==> config.mk <==
export PLATFORM = sky130hd
export DESIGN_NAME = hack_ctrl_seq_flat
export DESIGN_NICKNAME = d
export VERILOG_FILES = /design/src/rtl/hack_ctrl_seq_if.sv /design/src/rtl/hack_ctrl_seq.sv /design/src/flat_wrapper.sv
export SDC_FILE = /design/constraint.sdc
export NUM_CORES = 1
export LEC_CHECK = 0
export ABC_CLOCK_PERIOD_IN_PS = 3050
export BUFFER_PORTS_ARGS = -buffer_cell sky130_fd_sc_hd__buf_2
export CAP_MARGIN = 25
export CORE_UTILIZATION = 45
export DETAILED_ROUTE_END_ITERATION = 8
export GPL_ROUTABILITY_DRIVEN = 0
export PLACE_DENSITY = 0.7
export SLEW_MARGIN = 5
export SYNTH_ARGS = -nofsm -noshare
export SYNTH_HDL_FRONTEND = slang
export SYNTH_SLANG_ARGS = --single-unit
export TNS_END_PERCENT = 1
==> constraint.sdc <==
create_clock -name clk -period 3.05 [get_ports clk]
set_input_delay 0.1525 -clock clk [delete_from_list [all_inputs] [get_ports clk]]
set_output_delay 0.1525 -clock clk [all_outputs]
set_load 0.05 [all_outputs]
==> src/rtl/hack_ctrl_seq_if.sv <==
// Connections between the HACK sequencer and its instruction ROM, data RAM and ALU.
// The master modport is the sequencer side; the slave modport is the ROM/RAM/ALU side.
interface hack_ctrl_seq_if #(
  parameter int WIDTH  = 16,
  parameter int ADDR_W = 15
);
  logic              imem_req;
  logic [ADDR_W-1:0] imem_addr;
  logic              imem_ack;
  logic [WIDTH-1:0]  imem_data;

  logic              dmem_rd;
  logic              dmem_wr;
  logic [ADDR_W-1:0] dmem_addr;
  logic [WIDTH-1:0]  dmem_wdata;
  logic              dmem_ack;
  logic [WIDTH-1:0]  dmem_rdata;

  logic [WIDTH-1:0]  alu_x;
  logic [WIDTH-1:0]  alu_y;
  logic              alu_zx;
  logic              alu_nx;
  logic              alu_zy;
  logic              alu_ny;
  logic              alu_f;
  logic              alu_no;
  logic [WIDTH-1:0]  alu_out;

  logic [ADDR_W-1:0] pc_out;

  modport master (
    output imem_req, imem_addr,
    input  imem_ack, imem_data,
    output dmem_rd, dmem_wr, dmem_addr, dmem_wdata,
    input  dmem_ack, dmem_rdata,
    output alu_x, alu_y, alu_zx, alu_nx, alu_zy, alu_ny, alu_f, alu_no,
    input  alu_out,
    output pc_out
  );

  modport slave (
    input  imem_req, imem_addr,
    output imem_ack, imem_data,
    input  dmem_rd, dmem_wr, dmem_addr, dmem_wdata,
    output dmem_ack, dmem_rdata,
    input  alu_x, alu_y, alu_zx, alu_nx, alu_zy, alu_ny, alu_f, alu_no,
    output alu_out,
    input  pc_out
  );
endinterface

==> src/rtl/hack_ctrl_seq.sv <==
// Multicycle HACK control/sequencer: fetch, optional M read, execute, optional M write.
// Define HACK_RETIRE_CNT_EN to add the 32-bit retired-instruction counter port.
module hack_ctrl_seq #(
  parameter int          WIDTH    = 16,
  parameter int          ADDR_W   = 15,
  parameter int unsigned RESET_PC = 0
) (
  input  logic        clk,
  input  logic        rst,
`ifdef HACK_RETIRE_CNT_EN
  output logic [31:0] retired,
`endif
  hack_ctrl_seq_if.master bus
);

  typedef enum logic [1:0] {
    FETCH = 2'd0,
    MEMRD = 2'd1,
    EXEC  = 2'd2,
    MEMWR = 2'd3
  } state_t;

  state_t            state_q, state_d;
  logic [ADDR_W-1:0] pc_q, pc_d;
  logic [WIDTH-1:0]  a_q, a_d;
  logic [WIDTH-1:0]  d_q, d_d;
  logic [WIDTH-1:0]  ir_q, ir_d;
  logic [WIDTH-1:0]  m_q, m_d;
  logic [ADDR_W-1:0] waddr_q, waddr_d;
  logic [WIDTH-1:0]  wdata_q, wdata_d;
  logic              ack_mask_q;

  logic imem_ok;
  logic dmem_ok;
  logic zr;
  logic ng;
  logic jmp;

  // Acks landing in the first cycle after reset belong to an abandoned transfer.
  assign imem_ok = bus.imem_ack & ~ack_mask_q;
  assign dmem_ok = bus.dmem_ack & ~ack_mask_q;

  assign zr  = (bus.alu_out == '0);
  assign ng  = bus.alu_out[WIDTH-1];
  assign jmp = (ir_q[2] & ng) | (ir_q[1] & zr) | (ir_q[0] & ~ng & ~zr);

  always_ff @(posedge clk or posedge rst) begin
    if (rst) begin
      state_q    <= FETCH;
      pc_q       <= ADDR_W'(RESET_PC);
      a_q        <= '0;
      d_q        <= '0;
      ir_q       <= '0;
      m_q        <= '0;
      waddr_q    <= '0;
      wdata_q    <= '0;
      ack_mask_q <= 1'b1;
    end else begin
      state_q    <= state_d;
      pc_q       <= pc_d;
      a_q        <= a_d;
      d_q        <= d_d;
      ir_q       <= ir_d;
      m_q        <= m_d;
      waddr_q    <= waddr_d;
      wdata_q    <= wdata_d;
      ack_mask_q <= 1'b0;
    end
  end

  always_comb begin
    state_d = state_q;
    pc_d    = pc_q;
    a_d     = a_q;
    d_d     = d_q;
    ir_d    = ir_q;
    m_d     = m_q;
    waddr_d = waddr_q;
    wdata_d = wdata_q;
    unique case (state_q)
      FETCH: begin
        if (imem_ok) begin
          ir_d    = bus.imem_data;
          state_d = (bus.imem_data[WIDTH-1] & bus.imem_data[12]) ? MEMRD : EXEC;
        end
      end
      MEMRD: begin
        if (dmem_ok) begin
          m_d     = bus.dmem_rdata;
          state_d = EXEC;
        end
      end
      EXEC: begin
        pc_d = pc_q + ADDR_W'(1);
        if (!ir_q[WIDTH-1]) begin
          a_d     = {1'b0, ir_q[WIDTH-2:0]};
          state_d = FETCH;
        end else begin
          if (ir_q[5]) a_d = bus.alu_out;
          if (ir_q[4]) d_d = bus.alu_out;
          // Jump target and M address both use A as it was before this instruction.
          if (jmp) pc_d = a_q[ADDR_W-1:0];
          if (ir_q[3]) begin
            waddr_d = a_q[ADDR_W-1:0];
            wdata_d = bus.alu_out;
            state_d = MEMWR;
          end else begin
            state_d = FETCH;
          end
        end
      end
      MEMWR: begin
        if (dmem_ok) state_d = FETCH;
      end
      default: state_d = FETCH;
    endcase
  end

  assign bus.imem_req   = (state_q == FETCH) & ~rst;
  assign bus.imem_addr  = pc_q;
  assign bus.dmem_rd    = (state_q == MEMRD);
  assign bus.dmem_wr    = (state_q == MEMWR);
  assign bus.dmem_addr  = (state_q == MEMWR) ? waddr_q : a_q[ADDR_W-1:0];
  assign bus.dmem_wdata = wdata_q;
  assign bus.alu_x      = d_q;
  assign bus.alu_y      = ir_q[12] ? m_q : a_q;
  assign bus.alu_zx     = ir_q[11];
  assign bus.alu_nx     = ir_q[10];
  assign bus.alu_zy     = ir_q[9];
  assign bus.alu_ny     = ir_q[8];
  assign bus.alu_f      = ir_q[7];
  assign bus.alu_no     = ir_q[6];
  assign bus.pc_out     = pc_q;

`ifdef HACK_RETIRE_CNT_EN
  logic [31:0] retired_q;

  always_ff @(posedge clk or posedge rst) begin
    if (rst) begin
      retired_q <= '0;
    end else if (((state_q == EXEC) && (state_d == FETCH)) ||
                 ((state_q == MEMWR) && dmem_ok)) begin
      retired_q <= retired_q + 32'd1;
    end
  end

  assign retired = retired_q;
`endif

endmodule

==> src/flat_wrapper.sv <==
// flat-port wrapper written by rule: the top's interface ports become plain ports
module hack_ctrl_seq_flat 
#(
  parameter int          WIDTH    = 16,
  parameter int          ADDR_W   = 15,
  parameter int unsigned RESET_PC = 0
)
  (clk, rst, bus_imem_req, bus_imem_addr, bus_imem_ack, bus_imem_data, bus_dmem_rd, bus_dmem_wr, bus_dmem_addr, bus_dmem_wdata, bus_dmem_ack, bus_dmem_rdata, bus_alu_x, bus_alu_y, bus_alu_zx, bus_alu_nx, bus_alu_zy, bus_alu_ny, bus_alu_f, bus_alu_no, bus_alu_out, bus_pc_out);
  hack_ctrl_seq_if #(.WIDTH(WIDTH), .ADDR_W(ADDR_W)) bus_i ();
  input  logic clk;
  input  logic rst;
  output wire logic [$bits(bus_i.imem_req)-1:0] bus_imem_req;
  output wire logic [$bits(bus_i.imem_addr)-1:0] bus_imem_addr;
  input wire logic [$bits(bus_i.imem_ack)-1:0] bus_imem_ack;
  input wire logic [$bits(bus_i.imem_data)-1:0] bus_imem_data;
  output wire logic [$bits(bus_i.dmem_rd)-1:0] bus_dmem_rd;
  output wire logic [$bits(bus_i.dmem_wr)-1:0] bus_dmem_wr;
  output wire logic [$bits(bus_i.dmem_addr)-1:0] bus_dmem_addr;
  output wire logic [$bits(bus_i.dmem_wdata)-1:0] bus_dmem_wdata;
  input wire logic [$bits(bus_i.dmem_ack)-1:0] bus_dmem_ack;
  input wire logic [$bits(bus_i.dmem_rdata)-1:0] bus_dmem_rdata;
  output wire logic [$bits(bus_i.alu_x)-1:0] bus_alu_x;
  output wire logic [$bits(bus_i.alu_y)-1:0] bus_alu_y;
  output wire logic [$bits(bus_i.alu_zx)-1:0] bus_alu_zx;
  output wire logic [$bits(bus_i.alu_nx)-1:0] bus_alu_nx;
  output wire logic [$bits(bus_i.alu_zy)-1:0] bus_alu_zy;
  output wire logic [$bits(bus_i.alu_ny)-1:0] bus_alu_ny;
  output wire logic [$bits(bus_i.alu_f)-1:0] bus_alu_f;
  output wire logic [$bits(bus_i.alu_no)-1:0] bus_alu_no;
  input wire logic [$bits(bus_i.alu_out)-1:0] bus_alu_out;
  output wire logic [$bits(bus_i.pc_out)-1:0] bus_pc_out;
  assign bus_imem_req = bus_i.imem_req;
  assign bus_imem_addr = bus_i.imem_addr;
  assign bus_i.imem_ack = bus_imem_ack;
  assign bus_i.imem_data = bus_imem_data;
  assign bus_dmem_rd = bus_i.dmem_rd;
  assign bus_dmem_wr = bus_i.dmem_wr;
  assign bus_dmem_addr = bus_i.dmem_addr;
  assign bus_dmem_wdata = bus_i.dmem_wdata;
  assign bus_i.dmem_ack = bus_dmem_ack;
  assign bus_i.dmem_rdata = bus_dmem_rdata;
  assign bus_alu_x = bus_i.alu_x;
  assign bus_alu_y = bus_i.alu_y;
  assign bus_alu_zx = bus_i.alu_zx;
  assign bus_alu_nx = bus_i.alu_nx;
  assign bus_alu_zy = bus_i.alu_zy;
  assign bus_alu_ny = bus_i.alu_ny;
  assign bus_alu_f = bus_i.alu_f;
  assign bus_alu_no = bus_i.alu_no;
  assign bus_i.alu_out = bus_alu_out;
  assign bus_pc_out = bus_i.pc_out;
  hack_ctrl_seq #(.WIDTH(WIDTH), .ADDR_W(ADDR_W), .RESET_PC(RESET_PC)) u_core (.clk(clk), .rst(rst), .bus(bus_i));
endmodule
==> results of run 1 <==
what timing repair did:
action,CTS,global route
setup endpoints to repair,0,0
buffers inserted,0,0
endpoints found under the hold margin,72,0
hold buffers,34,0
registers in the layout (all words and copies together), names as in the netlist:
register	cells
u_core.bus.dmem_wdata	16
u_core.ir_q	16
u_core.state_q	2
u_core.bus.imem_addr	15
u_core.ack_mask_q	1
u_core.m_q	16
u_core.a_q	16
u_core.waddr_q	15
u_core.bus.alu_x	16
cells by family (layout without fill, tap and decap cells):
logic type	Yosys count	in the layout
buf+inv	52	240
compound gates	67	67
simple gates	113	113
mux	117	117
fa+ha+maj	1	1
flops	113	113
other cells	1	1
worst max-delay path, stage by stage (launching register included):
cell	delay (ns)
dfrtp_1	0.60
nand2_1	0.50
mux2_2	0.45
buf_2	0.22
metal layers:
| metal | share of wire (%) | vias to the layer above | global-route usage (%) |
|---|---|---|---|
| li1 | - | 2024 | - |
| met4 | 2.4 | 0 | 11.3 |
| met5 | 0 | - | 0 |
| met1 | 42 | 2198 | 30.8 |
| met2 | 50 | 174 | 39.8 |
| met3 | 5.2 | 30 | 5.41 |
Yosys cell counts (5+ instances only):
master / n / area (um2)
dfrtp_1: 112 / 2800
mux2_2: 98 / 1100
nand2_1: 30 / 113
a21oi_1: 19 / 95.1
buf_4: 18 / 135
nor2_1: 18 / 67.6
nand3_1: 17 / 85.1
o21ai_0: 15 / 75.1
mux2i_1: 14 / 140
nand4_1: 12 / 75.1
buf_2: 11 / 55.1
inv_1: 10 / 37.5
o22ai_1: 10 / 62.6
and2_1: 7 / 43.8
clkbuf_1: 7 / 26.3
nor3_1: 7 / 35.0
mux2_1: 5 / 56.3
nor4_4: 5 / 106
worst max path at each step:
stage / startpoint / to
detailed placement: bus_alu_out[10] / u_core.bus.imem_addr[4]
global placement: bus_alu_out[10] / u_core.bus.imem_addr[4]
floorplan: u_core.state_q[1] / bus_dmem_addr[5]
finish: u_core.state_q[1] / bus_dmem_addr[12]
global route: u_core.state_q[1] / bus_dmem_addr[5]
CTS: u_core.state_q[1] / bus_dmem_addr[11]
final cells by class:
cell class,instances,area share [%]
Sequential cell,113,38.5
Clock inverter,10,2.14
Timing Repair Buffer,197,16.4
Multi-Input combinational cell,299,33.2
Inverter,11,0.613
Clock buffer,22,6.31
Tap cell,168,2.86
per-stage QoR:
step | instance area [um2] | hold WS, ns | util, % | std cells | setup WS, ns
2_1_floorplan | 5580 | 0.246 | - | 464 | 0.517
3_3_place_gp | 6370 | 0.349 | 52.8 | 753 | 1.06
3_5_place_dp | 6370 | 0.355 | 52.8 | 753 | 1.00
4_1_cts | 7330 | 0.0419 | 60.8 | 819 | 0.708
5_1_grt | 7350 | 0.0487 | 61.0 | 820 | 0.568
6_report | 7350 | 0.0488 | 61.0 | 820 | 0.710
==> key figures, run 1 <==
Clock tree
  – Clk root buf: clkbuf_16
  – CTS HTree Levels: 4
  – Clk slew on worst S/H paths: 0.05 ns
  – # resized after CTS: 0
  – Sinks on the clock net: ~110
  – CTS Buffer Depth: 2
  – Clock Latency Late Sink: around 0.41 ns
  – Cts bufs inserted: 17
  – CTS tree: built

Layout
  – Syn-to-layout area delta: 31.8%
  – Most frequent cells in the layout: buf_2, dfrtp_1, mux2_2
  – Commonest non-fill, non-tap cell in the layout: buf_2
  – Layout Nets: 692
  – Share of cells above drive strength 1: 48.0%
  – Ant. Diodes: 0
  – Footprint of the multi-input gates: around 2400 um2
  – Fill count: 962
  – Register Area: about 2800 um2

Drt
  – Residual DRC count: 0
  – DRT Pass-1 Iters: 5
  – ANT nets after route: 0
  – DR iter-0 viols: about 220
  – Via/cell ratio: 5.40
  – Avg WL per Cell: 17.9 um
  – Routed Wire Length: around 15 mm
  – Vias: between 4000 and 5000

Timing
  – Clock skew: ~0.0066 ns
  – Final Hold Viols: 0
  – Final setup TNS: 0 ns
  – Fmax: 0.427 GHz
  – Actual slew at the worst max-slew pin: approximately 0.78 ns
  – Tmin final: between 2 and 2.5 ns
  – Final period util: roughly three quarters
  – RSZ-0062 raised after global routing: no
  – Slew Limit Fails: 0
  – Slew headroom: between 40% and 50%
  – Setup violations, final: 0

Synthesis
  – Mux share of post-synthesis cell area: 23.3%
  – Ys async rst share: 100%
  – Yosys warns: 0
  – Post-synthesis simple-gate area fraction: a little under an eighth
  – Ys flop type: dfrtp_1
  – Largest family of logic cells by synthesized area: multiplexers
  – Count of different cell masters after synthesis: 53
  – Synth Area in Adders: less than 1%
  – Sequential fraction of the synthesis area: between 50% and 60%
  – Syn Inst Count: about 460
  – #FFs+latches synth: about 110
  – Syn nets: 517
  – XOR/XNOR Fraction of Synth Area: 0%
  – Compound-Gate Fraction of Synth Area: 7.98%
  – Synth Cell Area: approximately 5600 um2
  – Post-synth EDFFs: 0
  – Synthesized area per cell: 12.0 um2

Hold path
  – Hold Startpoint: bus_alu_out[4]
  – Hold depth: 2
  – Hold Path End: u_core.bus.alu_x[4]
  – Min-delay worst type: primary input to flip-flop

Die
  – Total I/O pin count: 154
  – FP Rows: 40
  – Die footprint: between 10000 and 15000 um2
  – Die Span Y: between 100 and 150 um
  – Die width: roughly 110 um
  – Starting density of the core: 46.3%
  – Core area: 12100 um2

Place
  – Dpl hpwl: between 9 and 10 mm
  – I/O Buffers: 153

Worst setup path
  – Crit start category: flip-flop
  – Worst Setup End Kind: primary output
  – Crit-path max FO: 15
  – Critical path arrival: roughly 2.2 ns
  – WS Path Type: flip-flop to primary output
  – Worst R2R End: u_core.bus.dmem_wdata[8]
  – RR Startpoint: u_core.state_q[1]
  – Critical Path RT: just under 3 ns
  – Reg2reg path depth: 4
  – Setup slack, reg-to-reg: 1.01 ns

Global routing
  – Initial antenna violation count: 0
  – Pin count of the biggest net entering global routing: around 50
  – Vias in the first global route: approximately 4600
  – First-pass GRT wire length: approximately 24 mm
  – Tot GR Track Use: between 20% and 30%
  – GR Overflow Total: 0

Outcome
  – Status: finished, final reports clean

Job
  – MaxCap Viol Count: 0
Power of run 1 is not shown: default switching activity piles up to over one toggle a cycle in this logic, so the estimate is an artifact.
==> run 2, diff against run 1 <==
- ABC_CLOCK_PERIOD_IN_PS: 3050 -> 1900
- clock period: 3.05 -> 1.9 ns (I/O delays scaled with it)
==> run 2 against run 1 <==
Via count grew 1.0%. Utilization up 1.4 points. First-iteration DRC count increased by 78%. Wire length down 1.4%. Critical endpoint is now bus_dmem_addr[6].
==> key figures, run 2 (synthesis gave the netlist of run 1 again) <==
Outcome
  – Status: finished, final reports clean

Die
  – Core area: 12100 um2 (unchanged)
  – Starting density of the core: 46.3% (unchanged)
  – Die footprint: 12800 um2 (unchanged)
  – Die Span Y: 113 um (unchanged)
  – Total I/O pin count: 154 (unchanged)
  – FP Rows: 40 (unchanged)
  – Die width: 113 um (unchanged)

Layout
  – Footprint of the multi-input gates: 2440 um2 (+0.10%)
  – Ant. Diodes: 0 (unchanged)
  – Most frequent cells in the layout: buf_2, dfrtp_1, mux2_2
  – Layout Nets: 707 (+2.2%)
  – Commonest non-fill, non-tap cell in the layout: buf_2
  – Register Area: 2830 um2 (about the same)
  – Fill count: 930 (-3.3%)
  – Syn-to-layout area delta: 34.9%
  – Share of cells above drive strength 1: 48.6% (+0.57 points)

Clock tree
  – Cts bufs inserted: 17 (unchanged)
  – Clk slew on worst S/H paths: 0.05 ns (about the same)
  – Sinks on the clock net: 113 (unchanged)
  – CTS Buffer Depth: 2 (unchanged)
  – CTS tree: built
  – Clk root buf: clkbuf_16
  – CTS HTree Levels: 4 (unchanged)
  – Clock Latency Late Sink: 0.41 ns (about the same)

Worst setup path
  – WS Path Type: flip-flop to primary output
  – Worst Setup End Kind: primary output
  – Critical path arrival: 1.75 ns (-0.44 ns)
  – Reg2reg path depth: 6 (+2)
  – Crit start category: flip-flop
  – Slowest-stage cell, CP: dfrtp_1
  – Crit-path cells: buf_4 > nand2_2 > buf_12 > mux2_2 > buf_2
  – Crit-path max FO: 15 (unchanged)
  – CP peak stage delay: 0.40 ns (-0.20 ns)
  – RR Startpoint: u_core.bus.imem_addr[1]
  – Worst R2R End: u_core.bus.imem_addr[10]
  – Critical Path RT: 1.80 ns (-1.10 ns)
  – Setup slack, reg-to-reg: 0.17 ns (-0.84 ns)

Timing
  – Final Hold Viols: 0 (unchanged)
  – Final setup TNS: 0 ns (unchanged)
  – Setup violations, final: 0 (unchanged)
  – RSZ-0062 raised after global routing: no
  – Fmax: 0.542 GHz
  – Final period util: a little over nine tenths
  – Tmin final: 1.85 ns
  – Slew headroom: 66.2% (+18 points)
  – Clock skew: 0.00724 ns (+0.000605 ns)
  – Actual slew at the worst max-slew pin: 0.507 ns (-0.277 ns)
  – Slew Limit Fails: 0 (unchanged)
  – PnR worst setup slack: 0.0544 ns (-0.656 ns)
  – WHS: 0.00942 ns (-0.0394 ns)

Global routing
  – Initial antenna violation count: 0 (unchanged)
  – Pin count of the biggest net entering global routing: 91 (+78%)
  – First-pass GRT wire length: 23.2 mm (-2.0%)
  – GR Overflow Total: 0 (unchanged)
  – Tot GR Track Use: 23.7% (-0.61 points)
  – Vias in the first global route: 4509 (-0.94%)

Drt
  – Avg WL per Cell: 17.3 um (-3.2%)
  – Residual DRC count: 0 (unchanged)
  – DRT Pass-1 Iters: 4 (-1)
  – ANT nets after route: 0 (unchanged)
  – Met3 routed WL: 922 um (+21%)
  – DR WL met2: 7.28 mm (-1.6%)
  – Met1 WL: 6.02 mm (-2.3%)
  – DR iter-0 viols: 399 (+78%)
  – Vias: 4471 (+1.0%)
  – Top layer in use: met4
  – Via/cell ratio: 5.35 (-0.80%)
  – Routed Wire Length: 14.5 mm (-1.4%)

Job
  – MaxCap Viol Count: 0 (unchanged)

Place
  – I/O Buffers: 153 (unchanged)
  – Dpl hpwl: 9.72 mm (-1.3%)
  – DP Worst Slack: 0.180 ns (-0.824 ns)

Hold path
  – Hold Startpoint: bus_alu_out[9]
  – Hold depth: 2 (unchanged)
  – Hold Path End: u_core.bus.dmem_wdata[9]
  – Min-delay worst type: primary input to flip-flop
==> run 2: changes by cell type in the layout (fill, tap and decap cells not counted), moves of 2 or more <==
cell	delta
buf_4	+16
dlygate4sd3_1	+5
buf_12	+2
buf_6	+6
clkbuf_8	+5
buf_2	-14
bufinv_16	-3
clkinvlp_4	-3
==> run 2: final cells by class <==
type,instances,area share [%]
Sequential cell,113,37.6
Multi-Input combinational cell,299,32.5
Timing Repair Buffer,212,18.8
Clock buffer,28,7.13
Tap cell,168,2.79
Clock inverter,4,0.599
Inverter,11,0.599
==> run 2: how the worst max path moves through the flow <==
stage | startpoint | end | slack [ns] | depth (start not counted)
floorplan | u_core.state_q[1] | bus_dmem_addr[5] | -0.58 | 5
global placement | u_core.bus.imem_addr[1] | u_core.bus.imem_addr[10] | 0.27 | 6
detailed placement | u_core.bus.imem_addr[1] | u_core.bus.imem_addr[12] | 0.18 | 5
CTS | u_core.state_q[1] | bus_dmem_addr[11] | -0.01 | 5
global route | u_core.state_q[0] | bus_dmem_addr[6] | 0.01 | 5
finish | u_core.state_q[0] | bus_dmem_addr[6] | 0.05 | 5
==> run 2: per-stage QoR <==
step	util (%)	cell area, um2	std cells
6_report	62.4	7520	835
5_1_grt	62.4	7520	835
4_1_cts	62.2	7500	835
3_5_place_dp	53.7	6480	764
3_3_place_gp	53.7	6480	764
2_1_floorplan	-	5580	464
==> run 2: repair_timing <==
action,in CTS,in global routing
setup buffers,0,0
hold endpoints to repair,154,0
hold buffers,39,0
gates resized for setup,19,8
endpoints found under the setup margin,28,15
==> run 2: worst max-delay path: cells and delay by family (launching register included) <==
kind,cells,cell delay [ns]
multiplexers,1,0.33
buffers and inverters,3,0.54
flip-flops,1,0.40
AND/OR/NAND/NOR,1,0.08
==> run 2: routing by layer <==
layer  GRT usage (%)  vias to the layer above
met5               0                        -
li1                -                     2063
met4            8.42                        0
met3            6.43                       27
met2            39.7                      168
met1            29.4                     2213
Power of run 2 is left out for the same reason.
==> run 3, diff against run 2 <==
- SETUP_SLACK_MARGIN: unset -> 0.5
==> run 3 against run 2 <==
Worst hold slack got worse by 0.0055 ns. Critical path depth did not move. Maximum frequency rose by 5.8%. Critical endpoint is now u_core.ir_q[6]. Final area rose by 6.2%. Cell count rose by 2.2%. Sequential share of layout area fell by 2.1 points. Setup slack improved by 0.10 ns. Die area did not move. Non-clock buffer count rose by 17. Largest cell class unchanged. Flip-flop and latch count did not move.
==> key figures, run 3 (synthesis gave the netlist of run 1 again) <==
Timing
  – Slew headroom: 56.3% (-9.9 points)
  – Clock skew: 0.00804 ns (+0.000799 ns)
  – Final Hold Viols: 0 (unchanged)
  – Fmax: 0.573 GHz (+5.8%)
  – Tmin final: 1.74 ns (-0.101 ns)
  – Actual slew at the worst max-slew pin: 0.654 ns (+0.147 ns)
  – RSZ-0062 raised after global routing: yes
  – Setup violations, final: 0 (unchanged)
  – Final period util: 91.8% (-5.3 points)
  – Final setup TNS: 0 ns (unchanged)
  – Slew Limit Fails: 0 (unchanged)

Clock tree
  – Clock Latency Late Sink: 0.41 ns (about the same)
  – CTS HTree Levels: 4 (unchanged)
  – Clk root buf: clkbuf_16
  – Clk slew on worst S/H paths: 0.06 ns (about the same)
  – CTS tree: built
  – CTS Buffer Depth: 2 (unchanged)
  – Cts bufs inserted: 17 (unchanged)
  – Sinks on the clock net: 113 (unchanged)

Worst setup path
  – Critical path arrival: 2.04 ns (+0.29 ns)
  – Worst Setup End Kind: flip-flop
  – Crit start category: flip-flop
  – WS Path Type: flip-flop to flip-flop
  – Critical Path RT: 2.20 ns (+0.40 ns)
  – Crit-path max FO: 7 (-8)

Drt
  – DRT Pass-1 Iters: 5 (+1)
  – ANT nets after route: 0 (unchanged)
  – Via/cell ratio: 5.40 (+0.91%)
  – Routed Wire Length: 15.7 mm (+8.2%)
  – Avg WL per Cell: 18.4 um (+5.9%)
  – Residual DRC count: 0 (unchanged)
  – DR iter-0 viols: 329 (-18%)
  – Vias: 4609 (+3.1%)

Layout
  – Commonest non-fill, non-tap cell in the layout: buf_2
  – Layout Nets: 724 (+2.4%)
  – Syn-to-layout area delta: 43.1%
  – Most frequent cells in the layout: buf_2, dfrtp_1, mux2_2
  – Fill count: 861 (-7.4%)
  – Share of cells above drive strength 1: 50.9% (+2.3 points)

Die
  – Core area: 12100 um2 (unchanged)
  – Die footprint: 12800 um2 (unchanged)
  – Starting density of the core: 46.3% (unchanged)
  – Die Span Y: 113 um (unchanged)
  – Die width: 113 um (unchanged)
  – Total I/O pin count: 154 (unchanged)
  – FP Rows: 40 (unchanged)

Global routing
  – Initial antenna violation count: 1 (+1)
  – Tot GR Track Use: 25.1% (+1.4 points)
  – Vias in the first global route: 4664 (+3.4%)
  – GR Overflow Total: 0 (unchanged)
  – Pin count of the biggest net entering global routing: 36 (-60%)
  – First-pass GRT wire length: 24.5 mm (+5.7%)

Job
  – MaxCap Viol Count: 0 (unchanged)

Place
  – I/O Buffers: 153 (unchanged)
  – Dpl hpwl: 9.92 mm (+2.1%)

Hold path
  – Min-delay worst type: primary input to flip-flop

Outcome
  – Status: finished, final reports clean
[run 3: layer usage]
| metal | global-route usage (%) | part of all wire (%) | vias to the layer above |
|---|---|---|---|
| met2 | 43.3 | 52 | 178 |
| met3 | 5.68 | 5.5 | 29 |
| met4 | 9.47 | 2.0 | 0 |
| li1 | - | - | 2094 |
| met5 | 0 | 0 | - |
| met1 | 30.7 | 40 | 2308 |
[run 3: layout make-up]
class                      instances  area (um2)  share of cell area [%]
antenna                            1        2.50                  0.0313
clock buffer                      21         480                    6.02
clock inverter                    11         154                    1.93
inverter                          11        45.0                   0.564
multi-input combinational        299        2580                    32.3
sequential                       113        2840                    35.5
tap                              168         210                    2.63
timing repair buffer             229        1680                    21.0
[run 3: critical path, cell delays in order (launching register included)]
cell and delay (ns):
dfrtp_1 0.39, buf_6 0.14, buf_8 0.13, nor4b_4 0.43, buf_6 0.22, mux2_4 0.31
[run 3: repair_timing]
| action | CTS | global route |
|---|---|---|
| hold buffers | 44 | 0 |
| setup endpoints to repair | 135 | 145 |
| endpoints found under the hold margin | 68 | 0 |
| resized for setup | 64 | 30 |
| buffers inserted | 2 | 9 |
| pin swaps | 0 | 2 |
| cloned | 1 | 2 |
[run 3: worst paths after layout]
path                                   start             endpoint  slack (ns)  cells past startpoint
hold / removal                bus_alu_out[8]  u_core.bus.alu_x[8]       0.004                      2
max in group asynchronous                rst    u_core.ack_mask_q        0.94                      4
setup reg to reg           u_core.state_q[1]       u_core.ir_q[6]        0.16                      5
setup / recovery           u_core.state_q[1]       u_core.ir_q[6]        0.16                      5
hold reg to reg                u_core.m_q[7]        u_core.m_q[7]        0.48                      1
min in group asynchronous                rst        u_core.m_q[1]        0.36                      3
[run 3: through the flow]
stage / cells / setup slack, ns / utilization, % / hold WS [ns] / cell area [um2]
floorplan: 464 / 0.135 / - / 0.188 / 5600
global placement: 762 / 0.226 / 53.7 / 0.224 / 6480
detailed placement: 762 / 0.163 / 53.7 / 0.225 / 6480
CTS: 841 / 0.154 / 64.5 / 0.000709 / 7780
global route: 853 / 0.106 / 66.2 / 0.00704 / 7990
finish: 853 / 0.155 / 66.2 / 0.00387 / 7990
Power of run 3 is left out for the same reason.
